`src/rtl/servo_pkg.sv`:
```
// -----------------------------------------------------------------------------
// servo_pkg
// Shared types and helpers for the servo PWM array.
//   PW_W      : width of every pulse-width quantity, in microseconds
//   pw_us_t   : unsigned pulse width in microseconds
//   pw_clamp  : limits a commanded width to [min_v, max_v]
//   pw_slew   : moves a width toward a target by at most one step
// -----------------------------------------------------------------------------
package servo_pkg;

    localparam int PW_W = 11;

    typedef logic [PW_W-1:0] pw_us_t;

    function automatic pw_us_t pw_clamp(pw_us_t v, pw_us_t min_v, pw_us_t max_v);
        if (v < min_v) begin
            return min_v;
        end else if (v > max_v) begin
            return max_v;
        end else begin
            return v;
        end
    endfunction

    // The difference is taken one bit wider and signed so a target below the
    // current width yields a negative value instead of wrapping.
    function automatic pw_us_t pw_slew(pw_us_t cur, pw_us_t tgt, pw_us_t step);
        logic signed [PW_W:0] diff;
        logic signed [PW_W:0] stp;
        diff = $signed({1'b0, tgt}) - $signed({1'b0, cur});
        stp  = $signed({1'b0, step});
        if (diff > stp) begin
            return cur + step;
        end else if (diff < -stp) begin
            return cur - step;
        end else begin
            return tgt;
        end
    endfunction

endpackage

```
`src/rtl/servo_pwm_ch.sv`:
```
// -----------------------------------------------------------------------------
// servo_pwm_ch
// One servo channel: command shadow with clamping, width applied at frame
// boundaries (inhibit / slew aware) and the registered PWM compare.
// Ports:
//   clk_i        system clock
//   rst_ni       asynchronous active-low reset
//   boundary_i   high for the single clk cycle that opens a frame
//   fcnt_i       frame position in microseconds
//   pw_cmd_i     commanded width (us), captured on cmd_we_i
//   cmd_we_i     write strobe for pw_cmd_i
//   inhibit_i    safety inhibit, level-sensitive
//   pwm_o        registered PWM output
//   pw_active_o  width currently applied (us)
//   sat_o        1-cycle pulse when the last write was clamped
// -----------------------------------------------------------------------------
module servo_pwm_ch
    import servo_pkg::*;
#(
    parameter int PW_MIN_US = 1000,
    parameter int PW_MAX_US = 2000,
    parameter int SLEW_US   = 0,
    parameter int FCNT_W    = 15
) (
    input  logic              clk_i,
    input  logic              rst_ni,
    input  logic              boundary_i,
    input  logic [FCNT_W-1:0] fcnt_i,
    input  pw_us_t            pw_cmd_i,
    input  logic              cmd_we_i,
    input  logic              inhibit_i,
    output logic              pwm_o,
    output pw_us_t            pw_active_o,
    output logic              sat_o
);

    localparam pw_us_t PW_LO   = pw_us_t'(PW_MIN_US);
    localparam pw_us_t PW_HI   = pw_us_t'(PW_MAX_US);
    localparam pw_us_t PW_CTR  = pw_us_t'((PW_MIN_US + PW_MAX_US) / 2);
    localparam pw_us_t PW_STEP = pw_us_t'(SLEW_US);

    pw_us_t shadow_q,  shadow_d;
    pw_us_t applied_q, applied_d;
    logic   inh_q;
    logic   sat_q,     sat_d;
    logic   pwm_q,     pwm_d;

    always_comb begin
        shadow_d = shadow_q;
        sat_d    = 1'b0;
        if (cmd_we_i) begin
            shadow_d = pw_clamp(pw_cmd_i, PW_LO, PW_HI);
            sat_d    = (pw_cmd_i < PW_LO) || (pw_cmd_i > PW_HI);
        end

        // The boundary looks at shadow_q and inh_q, i.e. the values settled
        // before the boundary cycle; a write in that very cycle lands in
        // shadow_d and waits for the next frame.
        applied_d = applied_q;
        if (boundary_i) begin
            if (inh_q) begin
                applied_d = PW_CTR;
            end else if (SLEW_US == 0) begin
                applied_d = shadow_q;
            end else begin
                applied_d = pw_slew(applied_q, shadow_q, PW_STEP);
            end
        end

        // Compare against the width valid for the cycle being registered, so
        // the first cycle of a frame already uses the new width and the pulse
        // is exactly applied * clk-per-us cycles long.
        pwm_d = (32'(fcnt_i) < 32'(applied_d));
    end

    always_ff @(posedge clk_i or negedge rst_ni) begin
        if (!rst_ni) begin
            shadow_q  <= PW_CTR;
            applied_q <= PW_CTR;
            inh_q     <= 1'b0;
            sat_q     <= 1'b0;
            pwm_q     <= 1'b0;
        end else begin
            shadow_q  <= shadow_d;
            applied_q <= applied_d;
            inh_q     <= inhibit_i;
            sat_q     <= sat_d;
            pwm_q     <= pwm_d;
        end
    end

    assign pwm_o       = pwm_q;
    assign pw_active_o = applied_q;
    assign sat_o       = sat_q;

endmodule

```
`src/rtl/servo_pwm_array.sv`:
```
// -----------------------------------------------------------------------------
// servo_pwm_array
// N-channel servo PWM generator sharing one frame timebase. Commands are
// clamped into a shadow register, applied at frame boundaries with optional
// per-frame slew limiting, and forced to centre while inhibited.
// Ports:
//   clk          system clock
//   rst          asynchronous active-low reset
//   pw_cmd       commanded width per channel (us), channel k at [11k+10:11k]
//   cmd_we       per-channel write strobe
//   inhibit      per-channel safety inhibit, level-sensitive
//   pwm_out      registered servo PWM outputs
//   pw_active    width currently applied per channel (us)
//   sat          per-channel 1-cycle pulse when a write was clamped
//   frame_start  1-cycle pulse on the first clk of each frame
// -----------------------------------------------------------------------------
module servo_pwm_array
    import servo_pkg::*;
#(
    parameter int N_CH      = 3,
    parameter int CLK_HZ    = 100_000_000,
    parameter int FRAME_US  = 20000,
    parameter int PW_MIN_US = 1000,
    parameter int PW_MAX_US = 2000,
    parameter int SLEW_US   = 0
) (
    input  logic                 clk,
    input  logic                 rst,
    input  logic [N_CH*PW_W-1:0] pw_cmd,
    input  logic [N_CH-1:0]      cmd_we,
    input  logic [N_CH-1:0]      inhibit,
    output logic [N_CH-1:0]      pwm_out,
    output logic [N_CH*PW_W-1:0] pw_active,
    output logic [N_CH-1:0]      sat,
    output logic                 frame_start
);

    localparam int DIV    = CLK_HZ / 1_000_000;
    localparam int PRE_W  = (DIV > 1) ? $clog2(DIV) : 1;
    localparam int FCNT_W = $clog2(FRAME_US);

    if (CLK_HZ % 1_000_000 != 0) begin : g_bad_clk
        $error("CLK_HZ must be an integer multiple of 1 MHz");
    end
    if (!(PW_MIN_US < PW_MAX_US && PW_MAX_US < FRAME_US)) begin : g_bad_range
        $error("pulse limits must satisfy PW_MIN_US < PW_MAX_US < FRAME_US");
    end
    if (PW_MAX_US >= 2048) begin : g_bad_width
        $error("PW_MAX_US must fit in 11 bits");
    end

    logic [PRE_W-1:0]  presc_q, presc_d;
    logic [FCNT_W-1:0] fcnt_q,  fcnt_d;
    logic              us_tick;
    logic              boundary;
    logic              frame_start_q;

    // Prescaler divides clk down to 1 us; fcnt counts microseconds in a frame.
    // With DIV == 1 the prescaler stays at 0 and ticks every cycle.
    always_comb begin
        us_tick = (presc_q == PRE_W'(DIV - 1));
        presc_d = us_tick ? '0 : presc_q + PRE_W'(1);
        fcnt_d  = fcnt_q;
        if (us_tick) begin
            fcnt_d = (fcnt_q == FCNT_W'(FRAME_US - 1)) ? '0 : fcnt_q + FCNT_W'(1);
        end
        // Both counters restart at 0 after reset, so the first cycle after
        // release is itself a boundary.
        boundary = (presc_q == '0) && (fcnt_q == '0);
    end

    always_ff @(posedge clk or negedge rst) begin
        if (!rst) begin
            presc_q       <= '0;
            fcnt_q        <= '0;
            frame_start_q <= 1'b0;
        end else begin
            presc_q       <= presc_d;
            fcnt_q        <= fcnt_d;
            frame_start_q <= boundary;
        end
    end

    assign frame_start = frame_start_q;

    for (genvar k = 0; k < N_CH; k++) begin : g_ch
        servo_pwm_ch #(
            .PW_MIN_US (PW_MIN_US),
            .PW_MAX_US (PW_MAX_US),
            .SLEW_US   (SLEW_US),
            .FCNT_W    (FCNT_W)
        ) u_ch (
            .clk_i       (clk),
            .rst_ni      (rst),
            .boundary_i  (boundary),
            .fcnt_i      (fcnt_q),
            .pw_cmd_i    (pw_cmd[k*PW_W +: PW_W]),
            .cmd_we_i    (cmd_we[k]),
            .inhibit_i   (inhibit[k]),
            .pwm_o       (pwm_out[k]),
            .pw_active_o (pw_active[k*PW_W +: PW_W]),
            .sat_o       (sat[k])
        );
    end

endmodule

```
`config.mk`:
```
export PLATFORM = sky130hd
export DESIGN_NAME = servo_pwm_array
export DESIGN_NICKNAME = d
export VERILOG_FILES = /design/src/rtl/servo_pkg.sv /design/src/rtl/servo_pwm_ch.sv /design/src/rtl/servo_pwm_array.sv
export SDC_FILE = /design/constraint.sdc
export NUM_CORES = 1
export LEC_CHECK = 0
export ABC_AREA = 1
export CAP_MARGIN = 15
export CORE_UTILIZATION = 56
export CTS_BUF_LIST = sky130_fd_sc_hd__clkbuf_8
export DETAILED_ROUTE_END_ITERATION = 8
export HOLD_SLACK_MARGIN = 0.02
export PLACE_DENSITY = 0.82
export SYNTH_ARGS = -nofsm -noshare
export SYNTH_HDL_FRONTEND = slang
export SYNTH_SLANG_ARGS = --single-unit
```
`constraint.sdc`:
```
create_clock -name clk -period 2.86 [get_ports clk]
set_input_delay 0.572 -clock clk [delete_from_list [all_inputs] [get_ports clk]]
set_output_delay 0.572 -clock clk [all_outputs]
set_load 0.05 [all_outputs]
```
Word level (Yosys, flattened, before mapping):

Cells that the tools add are included.

* logic and storage cells: 54
* output and inout bits: 40
* flip-flop bits (word level): 98

* $lt $le $gt $ge: 9
* add/sub/neg operators: 2
* reduce and logical (&&, ||, !) cells: 6
* multiplexer cells: 17
* equal/unequal tests: 2

Operator list (number)
* 11-bit two-way mux: 12
* 15-bit by 11-bit less-than comparator with 1-bit output: 3
* 11-bit > comparator, second input constant: 3
* 11-bit by 10-bit less-than comparator with 1-bit output, second input constant: 3
* 15-bit by 1-bit adder with 15-bit output, second input constant: 1
* 15-bit == test, second input constant: 1
* 15-bit logical NOT: 1
* 15-bit two-way mux: 1
* 7-bit by 1-bit adder with 7-bit output, second input constant: 1
* 7-bit == test, second input constant: 1
* 7-bit logical NOT: 1
* 7-bit two-way mux: 1
* 1-bit logical OR: 3
* 1-bit two-way mux: 3
* 1-bit logical AND: 1

Depth between registers and ports, before layout:

* depth in word-level cells: 4
* gate-level depth with buffers: 17
* depth with buffers taken out: 16

Cells and area by module:

From an unflattened synthesis, not the netlist that was laid out.

* cells, all modules: 619
* area total of the unflattened synthesis: 5220.0 µm²

By module, submodules not included
* servo_pwm_ch: cells each 145, seq. area each 643.1 µm², instances 3, area an instance 1282.5 µm²
* servo_pwm_array: cells each 184, seq. area each 575.6 µm², instances 1, area an instance 1372.6 µm²

Worst setup path after synthesis:

Ideal clock, no wire load.

* path type: reg2reg
* from: register fcnt_q[0]
* to: register g_ch[1].u_ch.pwm_q
* period minus slack after synthesis: 2.254 ns
* path slack: 0.606 ns
* arrival time: 2.181 ns
* stages on the path, launching flop included: 14
* setup time: 0.073 ns
* buffers on the path: 1
* cells stage by stage: dfrtp_1 > inv_1 > ha_1 > nand2_1 > nor2_4 > nand3_4 > buf_6 > o31ai_2 > ha_1 > a21oi_1 > nor2_1 > a211oi_1 > nand2_1 > a21oi_2

* cells in the longest elaborated chain, start to end: 4

RTL lines
* from (decl): RTL line servo_pwm_array.sv:53 `logic [FCNT_W-1:0] fcnt_q, fcnt_d;`
* from (signal assigned): RTL line servo_pwm_array.sv:79 `fcnt_q <= fcnt_d;`
* 15-bit logical NOT: RTL line servo_pwm_array.sv:69 `boundary = (presc_q == '0) && (fcnt_q == '0);`
* 1-bit logical AND: RTL line servo_pwm_array.sv:69
* 11-bit two-way mux: RTL line servo_pwm_ch.sv:60 `if (boundary_i) begin`
* 15-bit by 11-bit less-than comparator with 1-bit output *: RTL line servo_pwm_ch.sv:73 `pwm_d = (32'(fcnt_i) < 32'(applied_d));`
* net g_ch[1].u_ch.pwm_d: RTL line servo_pwm_ch.sv:46 `logic pwm_q, pwm_d;`
* to (signal assigned): RTL line servo_pwm_ch.sv:88 `pwm_q <= pwm_d;`
* to (decl): RTL line servo_pwm_ch.sv:46

Mark *: on every way through the listed nets, which the timed path passes. The rest lies on a longest branch.
A chain may end at the register's enable or synchronous reset.

Final worst setup path:

* from: register fcnt_q[0]
* to: register g_ch[0].u_ch.pwm_q

* cells in the longest elaborated chain, start to end: 4

RTL lines (RTL line)
* 15-bit logical NOT: servo_pwm_array.sv:69
* 1-bit logical AND: servo_pwm_array.sv:69
* 11-bit two-way mux: servo_pwm_ch.sv:60
* 15-bit by 11-bit less-than comparator with 1-bit output *: servo_pwm_ch.sv:73
* net g_ch[0].u_ch.pwm_d: servo_pwm_ch.sv:46
* to (signal assigned): servo_pwm_ch.sv:88
* to (decl): servo_pwm_ch.sv:46

Marked as above.

==> flow_summary.ini <==
[status]
status = complete, no violations

[floorplan]
die_w_um = 100
core-area_um2 = 9280
die_h_um = 100
pin_count = 81
dieArea_um2 = 10100
rows = 35
start_util = 0.583

[layout]
fin_cells = 831
fin_nets = 773
layout-drive-gt1-share = 0.175
area_delta_synth_final_pct = 21.4
fin_area_um2 = 6570
insertedDiodeCount = 0

[synth]
syn_inst = 610
synth_xor_area_frac = 0.00972
ys_seq_elements = 98
synthSimpleGateAreaFrac = 0.202
synth_edf_count = 0
synthAdderAreaFrac = 0.0786
ys_warn_count = 0
avgSynthCellArea_um2 = 8.87
syn-num-nets = 685
async_reset_ff_frac = 1.00
ys.flop_type = dfrtp_1
synthMuxAreaShare = 0
synth-compound-area-share = 0.146
synth_top_family_by_area = simple AND/OR/NAND/NOR gates
syn-cell-area_um2 = 5410
synth_seq_area_share = 0.463
ys_types = 44

[power]
p_per_area_nw_per_um2 = 438
clock_power_share = 0.310
ir_worst_vdd_uv = 340
p_int_uw = 2060
p_switching_uw = 813
seq_power_share = 0.536
leakage_uw = 0.00319
combPwrFrac = 0.153
p_sw_frac = 0.283

[critical_path]
rr_endpoint = g_ch[0].u_ch.pwm_o
critPathArrivalTime_ns = 2.94
crit_path_max_fanout = 11
cp.required_ns = 3.16
worstSetupStartpointType = flip-flop
endpoint = g_ch[0].u_ch.pwm_o
worst_setup_path_end_kind = flip-flop
r2r_cells = 10
crit_start = fcnt_q[0]
critical_path_class = flip-flop to flip-flop
r2r_start = fcnt_q[0]
reg2reg_slack_ns = 0.22

[detailed_routing]
drt_iter0_drc = 219
drtPass1Iterations = 5
ant_nets = 0
route.detailed.drc = 0
routed_via_density = 5.41
vias = 4494
routedWlPerCell_um = 15.2
wl_mm = 12.6

[grt]
grt_usage = 0.268
antenna_found_initial = 0
grt_start_max_net_pins = 42
grt_pass1_wl_mm = 20.9
grt_pass1_vias = 4425
grt-ovfl-total = 0

[sta]
fin_setup_tns_ns = 0
slew-limit-headroom = 0.653
fin_skew_ns = 0.0163
fmax_mhz = 379
finalSetupViolCount = 0
period_needed_ns = 2.64
drv_slew = 0
hold_viol_final = 0
finalCritPeriodShare = 0.923
rsz0062_at_grt = no
hold_ws_ns = 0.136
worst_pin_slew_ns = 0.519

[placed_design]
io_buffers = 80
place_inst = 815
gp_congestion = 0.904
dp_hpwl_mm = 9.51
place_area_um2 = 6370

[clocking]
cts_buffer_depth = 2
h-tree-depth = 3
cts_tree = yes
cts_sinks = 98
cts_setup_buffers = 0
clock-root-buffer = clkbuf_8
clk_latency_ns = 0.37
cts_inserted_buffers = 9
cts_hold_buf = 0
ctsResizeCount = 0
clk_pin_slew_worst_paths_ns = 0.09

[hold_path]
hp-class = primary input to async pin

[run]
maxCapViolCount = 0
-- state kept, by name, indices dropped and copies added, names as in the netlist --
register and count:
g_ch.u_ch.pwm_o 3, g_ch.u_ch.inh_q 3, g_ch.u_ch.shadow_q 33, g_ch.u_ch.pw_active_o 33, fcnt_q 15, g_ch.u_ch.sat_o 3
presc_q 7, frame_start 1
-- power by group through the flow --
| stage | logic (µW) | clock network, µW | registers (µW) |
|---|---|---|---|
| after global routing | 483 | 970 | 1550 |
| final | 441 | 892 | 1540 |
| after global placement | 429 | 0 | 1560 |
| after CTS | 445 | 906 | 1540 |
| after detailed placement | 442 | 0 | 1570 |
| after floorplan | 173 | 0 | 1640 |
-- cell usage in the layout, fill, tap and decap left out, types with 4 or more instances in the layout --
master,synthesis,routed
nand2_1,120,120
inv_1,106,107
clkdlybuf4s50_1,0,79
dfrtp_1,56,56
nor2_1,45,45
dfstp_2,42,42
a21oi_1,36,36
ha_1,34,34
o21ai_0,26,26
nand3_1,18,18
o31ai_2,17,17
nor3_1,14,14
buf_4,6,14
nand4_1,9,9
clkbuf_8,0,9
inv_2,7,7
nand2_2,6,6
o22a_1,6,6
nor2_4,5,5
a211oi_1,4,4
-- worst max-delay path, stage by stage, from the launching register on --
cell and delay, ns:
dfrtp_1 0.41, inv_1 0.16, ha_1 0.18, nand2_1 0.08, nor2_4 0.20, nand3_2 0.41, o31ai_2 0.39, ha_1 0.30
a21oi_1 0.15, o311ai_0 0.16, a21oi_2 0.14
-- Yosys cell counts, types with 3 or more instances --
master    number  share of area
nand2_1      120          0.083
inv_1        106          0.074
o21ai_0       26          0.024
inv_2          7         0.0049
nor3_1        14          0.013
dfstp_2       42           0.20
xor2_1         3         0.0049
a22o_1         3         0.0049
nor2_4         5          0.010
nand4_1        9          0.010
dfrtp_1       56           0.26
a21oi_1       36          0.033
a21oi_2        3         0.0049
xnor2_1        3         0.0049
o22a_1         6         0.0097
a211oi_1       4         0.0056
o31ai_2       17          0.039
nor2_1        45          0.031
o31ai_1        3         0.0042
nand2_2        6         0.0069
buf_4          6         0.0083
o211ai_1       3         0.0042
ha_1          34          0.079
nand3_1       18          0.017
clkbuf_1       3         0.0021
buf_2          6         0.0056
buf_6          3         0.0062
-- logic make-up after synthesis --
family	Yosys count
adders and majority gates	34
AOI/OAI and AO/OA	108
and+or+nand+nor	232
DFF	98
buffers and inverters	132
xor gates and xnor gates	6
-- area by class of cell --
type	instances	area (µm²)
tap	129	161
clock buffer	9	124
fill	722	2720
sequential	98	2500
multi-input combinational	381	2370
timing repair buffer	94	916
clock inverter	6	66.3
inverter	114	428
-- per-stage QoR --
| step | utilization | setup slack (ns) | total power [µW] |
|---|---|---|---|
| finish | 0.707 | 0.220 | 2880 |
| global route | 0.707 | 0.00505 | 3000 |
| CTS | 0.706 | 0.117 | 2890 |
| detailed placement | 0.686 | 0.123 | 2010 |
| global placement | 0.686 | 0.339 | 1990 |
| floorplan | - | 0.606 | 1820 |
-- how the worst min path moves through the flow --
stage	from	end	slack [ns]
finish	rst	presc_q[5]	0.14
global route	rst	presc_q[2]	0.17
CTS	rst	fcnt_q[13]	0.16
detailed placement	g_ch[0].u_ch.shadow_q[2]	g_ch[0].u_ch.shadow_q[2]	0.47
global placement	g_ch[2].u_ch.shadow_q[2]	g_ch[2].u_ch.shadow_q[2]	0.47
floorplan	rst	fcnt_q[0]	0.28
-- metal layers --
layer	wire [µm]	GRT usage	part of all wire
met1	5380	0.354	0.43
met3	735	0.0460	0.058
met5	0	0	0
met4	191	0.0669	0.015
met2	6340	0.460	0.50
No activity file was read; power rests on OpenSTA's default activity.
==> RTL edit: new RTL, config.mk and constraints unchanged <==
`SLEW_US` is set to 0 in 2 places; all go to 1.
--- a/src/rtl/servo_pwm_ch.sv
+++ b/src/rtl/servo_pwm_ch.sv
@@ -21,3 +21,3 @@
     parameter int PW_MAX_US = 2000,
-    parameter int SLEW_US   = 0,
+    parameter int SLEW_US   = 1,
     parameter int FCNT_W    = 15
--- a/src/rtl/servo_pwm_array.sv
+++ b/src/rtl/servo_pwm_array.sv
@@ -24,3 +24,3 @@
     parameter int PW_MAX_US = 2000,
-    parameter int SLEW_US   = 0
+    parameter int SLEW_US   = 1
 ) (
Check against the original RTL: no difference found for any inputs over 10 cycles, from zero or initial values and one cycle with rst low; that may be too few to reach the edited logic, so the function may still have changed.
==> RTL edit against the original RTL <==
  * The run now ends with negative setup slack left
  * Area after synthesis grew 65%
  * Combinational power rose to 6.3 times the old value
  * Clock power rose by 12%
  * Routed wire length grew 140%
  * Via count rose by 130%
  * Sequential power increased by 3%
  * Global-route usage rose by 7.4 points
  * Core utilization is 13 points higher
  * Power up 86%
  * Sequential share of layout area shrank 18 points
  * Worst setup slack lost 0.96 ns
  * Sequential cell count unchanged
  * Cell area increased by 97%
  * Clock skew shrank 0.0011 ns
==> RTL edit: results (changes against the original RTL) <==
Status = complete, but fails checks
Pleak = 6.218 nW (+95%)
Critical path fanouts, max = 6 (-5)
Worst path slowest cell = dfstp_4
Placed cell areas = 11490 µm² (+81%)
Worst slack, placed = -0.7089 ns (-0.8323 ns)
# setup viols final = 6 (+6)
Vias in the first global route = 9796 (+120%)
Placed cells = 1768 (+120%)
Synth area leaders = dfrtp_1 16%, nand2_1 13%, dfstp_2 12%
Total Wirelength = 29880 µm (+140%)
Net count after synthesis = 1417 (+110%)
Total GRT Usage = 34.22% (+7.4 points)
Synth top cells by count = 314 x nand2_1, 216 x inv_1, 128 x nor2_1, 93 x nand3_1, 73 x ha_1
Detailed Route Iter0 Violations = 738 (+240%)
Routed len/inst = 16.55 µm (+8.8%)
CP max stage delay = 0.63 ns (+0.22 ns)
Arrival time at the worst endpoint = 3.94 ns (+1.00 ns)
Skew-Pair Late Insertion Delay = 0.40 ns (+0.03 ns)
Setup ws final = -0.7437 ns (-0.9636 ns)
Failing checks = negative setup slack
DP Wirelength = 20990 µm (+120%)
Via count = 10260 (+130%)
RePlAce Congestion = 0.9573 (+5.9%)
Avg Inst Size Synth = 6.849 µm² (-23%)
Seq/Total Area, Yosys = 28.13% (-18 points)
Crit path launch = g_ch[0].u_ch.pw_active_o[3]$_DFF_PN1_
Max rail drop VDD = 0.0003623 V (+6.4%)
Worst-path clk slew = 0.11 ns (+0.02 ns)
Worst-Margin Slew = 0.5646 ns (+0.04605 ns)
First-pass GRT wire length = 44570 µm (+110%)
==> RTL edit: changes by cell type after synthesis, sizes merged, moves of 32 or more <==
| cell | change |
|---|---|
| inv | +112 |
| nor2 | +82 |
| ha | +39 |
| xor2 | +32 |
| nand2 | +201 |
| nand3 | +81 |
==> RTL edit: logic make-up after synthesis <==
kind of cell | after synthesis | synth area share [%]
simple gates | 655 | 32.93
buf+inv | 251 | 11.26
compound gates | 182 | 13.01
flops | 98 | 28.13
fa+ha+maj | 76 | 10.93
xor+xnor | 38 | 3.738
==> RTL edit: cell type report <==
class                   count  area (µm²)  share of cell area (%)
flip-flops and latches     98        2549                   19.69
well taps                 211       264.0                   2.040
repair buffers            301        2546                   19.68
multi-input cells         952        6500                   50.23
clock inverters             7       86.33                  0.6671
inverters                 228       872.1                   6.739
clock buffers               9       123.9                  0.9572
==> RTL edit: what timing repair did <==
action / CTS / global route
gates resized for setup: 66 / 194
setup endpoints to repair: 8 / 27
gates cloned: 1 / 0
pin swaps: 25 / 128
buffers inserted: 9 / 17
==> RTL edit: power breakdown <==
part	total (W)	internal (W)	switching, W	leakage [nW]
logic	0.00278	0.00118	0.00159	4.97
clock network	0.000999	0.000421	0.000578	0.107
registers	0.00158	0.00151	0.0000654	1.14
==> RTL edit: critical path, delay by kind of cell (launching register included) <==
kind | cells | cell delay (ns)
DFF | 1 | 0.63
and+or+nand+nor | 16 | 1.33
adders and majority gates | 2 | 0.58
buffers and inverters | 3 | 0.28
AOI/OAI and AO/OA | 4 | 0.67
==> RTL edit: final timing paths <==
path | end | slack, ns | cells after the start
max in group asynchronous | g_ch[0].u_ch.shadow_q[10]$_DFFE_PN1P_ | 1.98 | 2
setup reg to reg | g_ch[0].u_ch.pwm_o$_DFF_PN0_ | -0.74 | 25
hold / removal | g_ch[0].u_ch.shadow_q[1]$_DFFE_PN0P_ | 0.12 | 1
min in group clk | g_ch[2].u_ch.shadow_q[10]$_DFFE_PN1P_ | 0.54 | 2
setup / recovery | g_ch[0].u_ch.pwm_o$_DFF_PN0_ | -0.74 | 25
hold reg to reg | g_ch[2].u_ch.shadow_q[10]$_DFFE_PN1P_ | 0.54 | 2
==> RTL edit: stage by stage <==
step	setup TNS, ns	utilization (%)	hold slack [ns]	total power (W)
after floorplan	-1.390	-	0.2764	0.002937
after global placement	-1.747	74.78	0.4942	0.003723
after detailed placement	-2.069	74.78	0.5124	0.003777
after CTS	-1.480	78.28	0.1268	0.004903
after global routing	-3.977	84.19	0.1344	0.005630
final	-2.157	84.19	0.1168	0.005356
==> RTL edit: layer usage <==
metal / GRT usage (%) / wire length (µm) / vias to the layer above
li1: - / - / 4835
met1: 41.94 / 11810 / 4821
met2: 60.71 / 15050 / 481
met3: 3.130 / 1788 / 119
met4: 15.99 / 1237 / 0
met5: 0 / 0 / -
